==> config.mk <==
export PLATFORM = sky130hd
export DESIGN_NAME = upd7800_cpgen
export DESIGN_NICKNAME = d
export VERILOG_FILES = /design/src/rtl/upd7800_cpgen.sv
export SDC_FILE = /design/constraint.sdc
export NUM_CORES = 1
export LEC_CHECK = 0
export BUFFER_PORTS_ARGS = -buffer_cell sky130_fd_sc_hd__buf_2
export CORE_MARGIN = 5
export CORE_UTILIZATION = 58
export DETAILED_ROUTE_END_ITERATION = 8
export HOLD_SLACK_MARGIN = 0.05
export PLACE_DENSITY = 0.92
export SLEW_MARGIN = 5
export SYNTH_ARGS = -nofsm -noshare
export SYNTH_HDL_FRONTEND = slang
export SYNTH_SLANG_ARGS = --single-unit
==> constraint.sdc <==
create_clock -name CLK -period 2.5 [get_ports CLK]
set_input_delay 0.125 -clock CLK [delete_from_list [all_inputs] [get_ports CLK]]
set_output_delay 0.125 -clock CLK [all_outputs]
set_load 0.05 [all_outputs]
==> src/rtl/upd7800_cpgen.sv <==
// rtl/upd7800_cpgen.sv - uPD7800 CP1/CP2 four-step phase strobe generator
// Adds a clock divider, a clock enable, wait-state stretching and a debug pause.
module upd7800_cpgen #(
  parameter int DIV    = 1,
  parameter int WAIT_W = 4
) (
  input  logic              CLK,
  input  logic              RESETB,
  input  logic              CE,
  input  logic              PAUSE,
  input  logic              WAIT_REQ,
  input  logic [WAIT_W-1:0] WAIT_CNT,
  output logic              CP1_POSEDGE,
  output logic              CP1_NEGEDGE,
  output logic              CP2_POSEDGE,
  output logic              CP2_NEGEDGE,
  output logic              CP1,
  output logic              CP2,
  output logic              STALLED
);

  localparam int DW = $clog2(DIV + 1);
  localparam logic [DW-1:0] DIV_LAST = DW'(DIV - 1);

  typedef enum logic [2:0] {
    S_START, S_P1H, S_P1L, S_WAIT, S_P2H, S_P2L, S_HALT
  } state_t;

  state_t            r_state, w_state_nx;
  logic [DW-1:0]     r_div, w_div_nx;
  logic [WAIT_W-1:0] r_wait, w_wait_nx;
  logic [WAIT_W-1:0] r_wlat, w_wlat_nx;
  logic [WAIT_W-1:0] w_wait_smp;
  logic [3:0]        r_strb, w_strb_nx;
  logic              w_step_end;

  // Wait request is captured in the cycle that shows CP1_NEGEDGE, even if CE is low then.
  assign w_wait_smp = r_strb[1] ? (WAIT_REQ ? WAIT_CNT : '0) : r_wlat;
  assign w_step_end = (r_div == DIV_LAST);

  always_ff @(posedge CLK or negedge RESETB) begin
    if (!RESETB) begin
      r_state <= S_START;
      r_div   <= '0;
      r_wait  <= '0;
      r_wlat  <= '0;
      r_strb  <= '0;
    end else begin
      r_state <= w_state_nx;
      r_div   <= w_div_nx;
      r_wait  <= w_wait_nx;
      r_wlat  <= w_wlat_nx;
      r_strb  <= w_strb_nx;
    end
  end

  always_comb begin
    w_state_nx = r_state;
    w_div_nx   = r_div;
    w_wait_nx  = r_wait;
    w_wlat_nx  = w_wait_smp;
    w_strb_nx  = '0;
    if (CE) begin
      case (r_state)
        S_START: begin
          w_state_nx = S_P1H;
          w_div_nx   = '0;
          w_strb_nx  = 4'b0001;
        end
        S_HALT: begin
          if (!PAUSE) begin
            w_state_nx = S_P1H;
            w_div_nx   = '0;
            w_strb_nx  = 4'b0001;
          end
        end
        default: begin
          if (!w_step_end) begin
            w_div_nx = r_div + 1'b1;
          end else begin
            w_div_nx = '0;
            case (r_state)
              S_P1H: begin
                w_state_nx = S_P1L;
                w_strb_nx  = 4'b0010;
              end
              S_P1L: begin
                if (w_wait_smp != '0) begin
                  w_state_nx = S_WAIT;
                  w_wait_nx  = w_wait_smp;
                end else begin
                  w_state_nx = S_P2H;
                  w_strb_nx  = 4'b0100;
                end
              end
              S_WAIT: begin
                if (r_wait <= 1) begin
                  w_state_nx = S_P2H;
                  w_wait_nx  = '0;
                  w_strb_nx  = 4'b0100;
                end else begin
                  w_wait_nx = r_wait - 1'b1;
                end
              end
              S_P2H: begin
                w_state_nx = S_P2L;
                w_strb_nx  = 4'b1000;
              end
              S_P2L: begin
                if (PAUSE) begin
                  w_state_nx = S_HALT;
                end else begin
                  w_state_nx = S_P1H;
                  w_strb_nx  = 4'b0001;
                end
              end
              default: w_state_nx = S_START;
            endcase
          end
        end
      endcase
    end
  end

  assign CP1_POSEDGE = r_strb[0];
  assign CP1_NEGEDGE = r_strb[1];
  assign CP2_POSEDGE = r_strb[2];
  assign CP2_NEGEDGE = r_strb[3];
  assign CP1         = (r_state == S_P1H);
  assign CP2         = (r_state == S_P2H);
  assign STALLED     = (r_state == S_WAIT) || (r_state == S_HALT);

endmodule

==> results_dict.tcl <==
set metrics [dict create \
    status "completed" \
    drtIter0Drc 20 \
    synth_edf_count 0 \
    die_area_um2 2550 \
    cp_data_required_time_ns 2.38 \
    core_area_um2 1520 \
    nFillCells 122 \
    cts.path.max_buffers 2 \
    synth_area_um2 952 \
    cpMaxStageDelayCell "dfrtp_1" \
    fmax_mhz 584 \
    die_h_um 50.5 \
    insertion_delay_ns 0.29 \
    synth_cells 100 \
    ys_types 36 \
    drv_slew 0 \
    globalplace.congestion 0.880 \
    io_pins 16 \
    tightest_slew_ns 0.524 \
    grt_max_degree 17 \
    critical-path-top-delay-family "flip-flops" \
    layout-drive-gt1-share 0.278 \
    grt_pass1_wl_um 3150 \
    start_util 0.625 \
    path_class "reg2out" \
    cts_tree "yes" \
    synth-seq-cells 15 \
    die_x_um 50.5 \
    port_buffers 15 \
    hold_class "in2reg" \
    cp_max_fo 16 \
    cp-end-kind "primary output" \
    fin_ws_ns 0.788 \
    period_needed_ns 1.71 \
    cts_resized 0 \
    relSlewSlack 0.651 \
    drtPass1Iterations 5 \
    ff_latch_area_um2 375 \
    area_delta_synth_final_pct 11.2 \
    leakagePower_nw 0.459 \
    period_share 0.685 \
    drc 0 \
    synth_area_per_cell_um2 9.52 \
    fin_tns_setup_ns 0 \
    cp_cell_sequence "nand2_1 -> a21oi_1 -> buf_2" \
    via_per_inst 6.37 \
    crit_path_start_kind "flop" \
    cts.clk_slew.worst_paths_ns 0.09 \
    multi_input_area_um2 507 \
    dpl.hpwl_um 1440 \
    antenna_cells 0 \
    final_cell_mix "15 x buf_2, 15 x dfrtp_1, 10 x inv_1" \
    drv_cap 0 \
    post-place-ws_ns 0.862 \
    arrival_ns 1.59 \
    vias 835 \
    syn_nets 111 \
    power_density_nw_per_um2 1360 \
    num-nets-final 127 \
    peakVddDrop_mv 0.799 \
    numCtsBuffers 3 \
    async_reset_ff_frac 1.00 \
    yosysWarningCount 0 \
    overflow 0 \
    wl_per_cell_um 14.3 \
    grt_use_total 0.161 \
    slowest_delay_ns 0.68 \
    synth_flop_cell "dfrtp_1" \
    antenna_found_initial 0 \
    ys_seq_area_frac 0.394 \
    final-hold-violation-count 0 \
    setup_viol 0 \
    rows 14 \
    clock-sinks 15 \
    cts-root-buf "clkbuf_4" \
    rsz0062_at_grt "false" \
    wl_um 1870 \
    cts_max_level 1 \
    clock_skew_ns 0.00776 \
    final_core_util 0.695 \
    grt_pass1_vias 747 \
    antenna_left 0 \
    cp.buffers_inverters 1 \
]
[timing repair]
item / CTS / global route
buffers inserted: 0 / 0
endpoints found under the hold margin: 15 / 0
hold buffers: 1 / 0
[layout make-up]
| class | instances | area share |
|---|---|---|
| tap | 16 | 0.0189 |
| clock inverter | 1 | 0.00709 |
| inverter | 11 | 0.0390 |
| timing repair buffer | 16 | 0.0804 |
| sequential | 15 | 0.355 |
| clock buffer | 3 | 0.0213 |
| multi-input combinational | 69 | 0.479 |
[sequential cells by signal (all words and copies together) (netlist names)]
register / count
r_state: 3
r_strb: 4
r_wait: 4
r_wlat: 4
[path summary, 6_finish.rpt]
kind	depth (start not counted)	slack [ns]	end	startpoint
setup / recovery	3	0.79	STALLED	r_state[0]$_DFFE_PN0P_
hold / removal	3	0.16	r_wlat[3]$_DFF_PN0_	WAIT_REQ
setup reg to reg	6	0.83	r_state[2]$_DFFE_PN0P_	r_wait[0]$_DFFE_PN0P_
hold reg to reg	1	0.55	r_wait[1]$_DFFE_PN0P_	r_wait[1]$_DFFE_PN0P_
max in group asynchronous	2	2.00	r_strb[0]$_DFF_PN0_	RESETB
min in group asynchronous	2	0.25	r_state[1]$_DFFE_PN0P_	RESETB
[kinds of logic after synthesis]
group                      after synthesis  synth area share
adders and majority gates                3            0.0368
muxes                                    3            0.0355
DFF                                     15             0.394
xor gates and xnor gates                 1           0.00920
and+or+nand+nor                         32             0.206
AOI/OAI and AO/OA                       30             0.244
buffers and inverters                   16            0.0736
[routing by layer]
layer | track usage | share of wire
met1 | 0.199 | 0.41
met2 | 0.238 | 0.48
met3 | 0.0533 | 0.092
met4 | 0.102 | 0.020
met5 | 0 | 0
[power by group]
part           total, W  leakage, nW  switching [W]  internal (W)
Clock          0.000138       0.0139      0.0000775     0.0000609
Combinational  0.000814        0.250       0.000487      0.000327
Sequential     0.000492        0.195       0.000152      0.000340
Total           0.00144        0.459       0.000716      0.000728
[synth_stat cells, types with 2 or more instances]
cell type	n	share of area
a21oi_1	5	0.026
buf_4	2	0.016
buf_2	2	0.011
nor2_1	5	0.020
o2bb2ai_1	4	0.037
a211o_1	2	0.018
nor4_4	2	0.045
nor3_1	6	0.032
o2111ai_1	2	0.018
inv_1	10	0.039
nand2_1	7	0.028
nand3_1	4	0.021
ha_1	2	0.026
nand2b_1	3	0.020
mux2_2	3	0.035
o21ai_0	7	0.037
dfrtp_1	15	0.39
[tightest hold or removal path, cell delays in order]
cell and delay (ns):
buf_2 0.11, nand3_1 0.06, o21ai_0 0.10
[through the flow]
stage	instances	total power (W)	cell area [um^2]	hold WS [ns]
finish	131	0.00144	1060	0.163
detailed placement	126	0.00131	1020	0.0363
global placement	126	0.00128	1020	0.0399
global route	131	0.00157	1060	0.163
CTS	131	0.00145	1060	0.162
floorplan	100	0.00116	952	-0.171
Note: power is estimated with default switching activity, not from simulation.
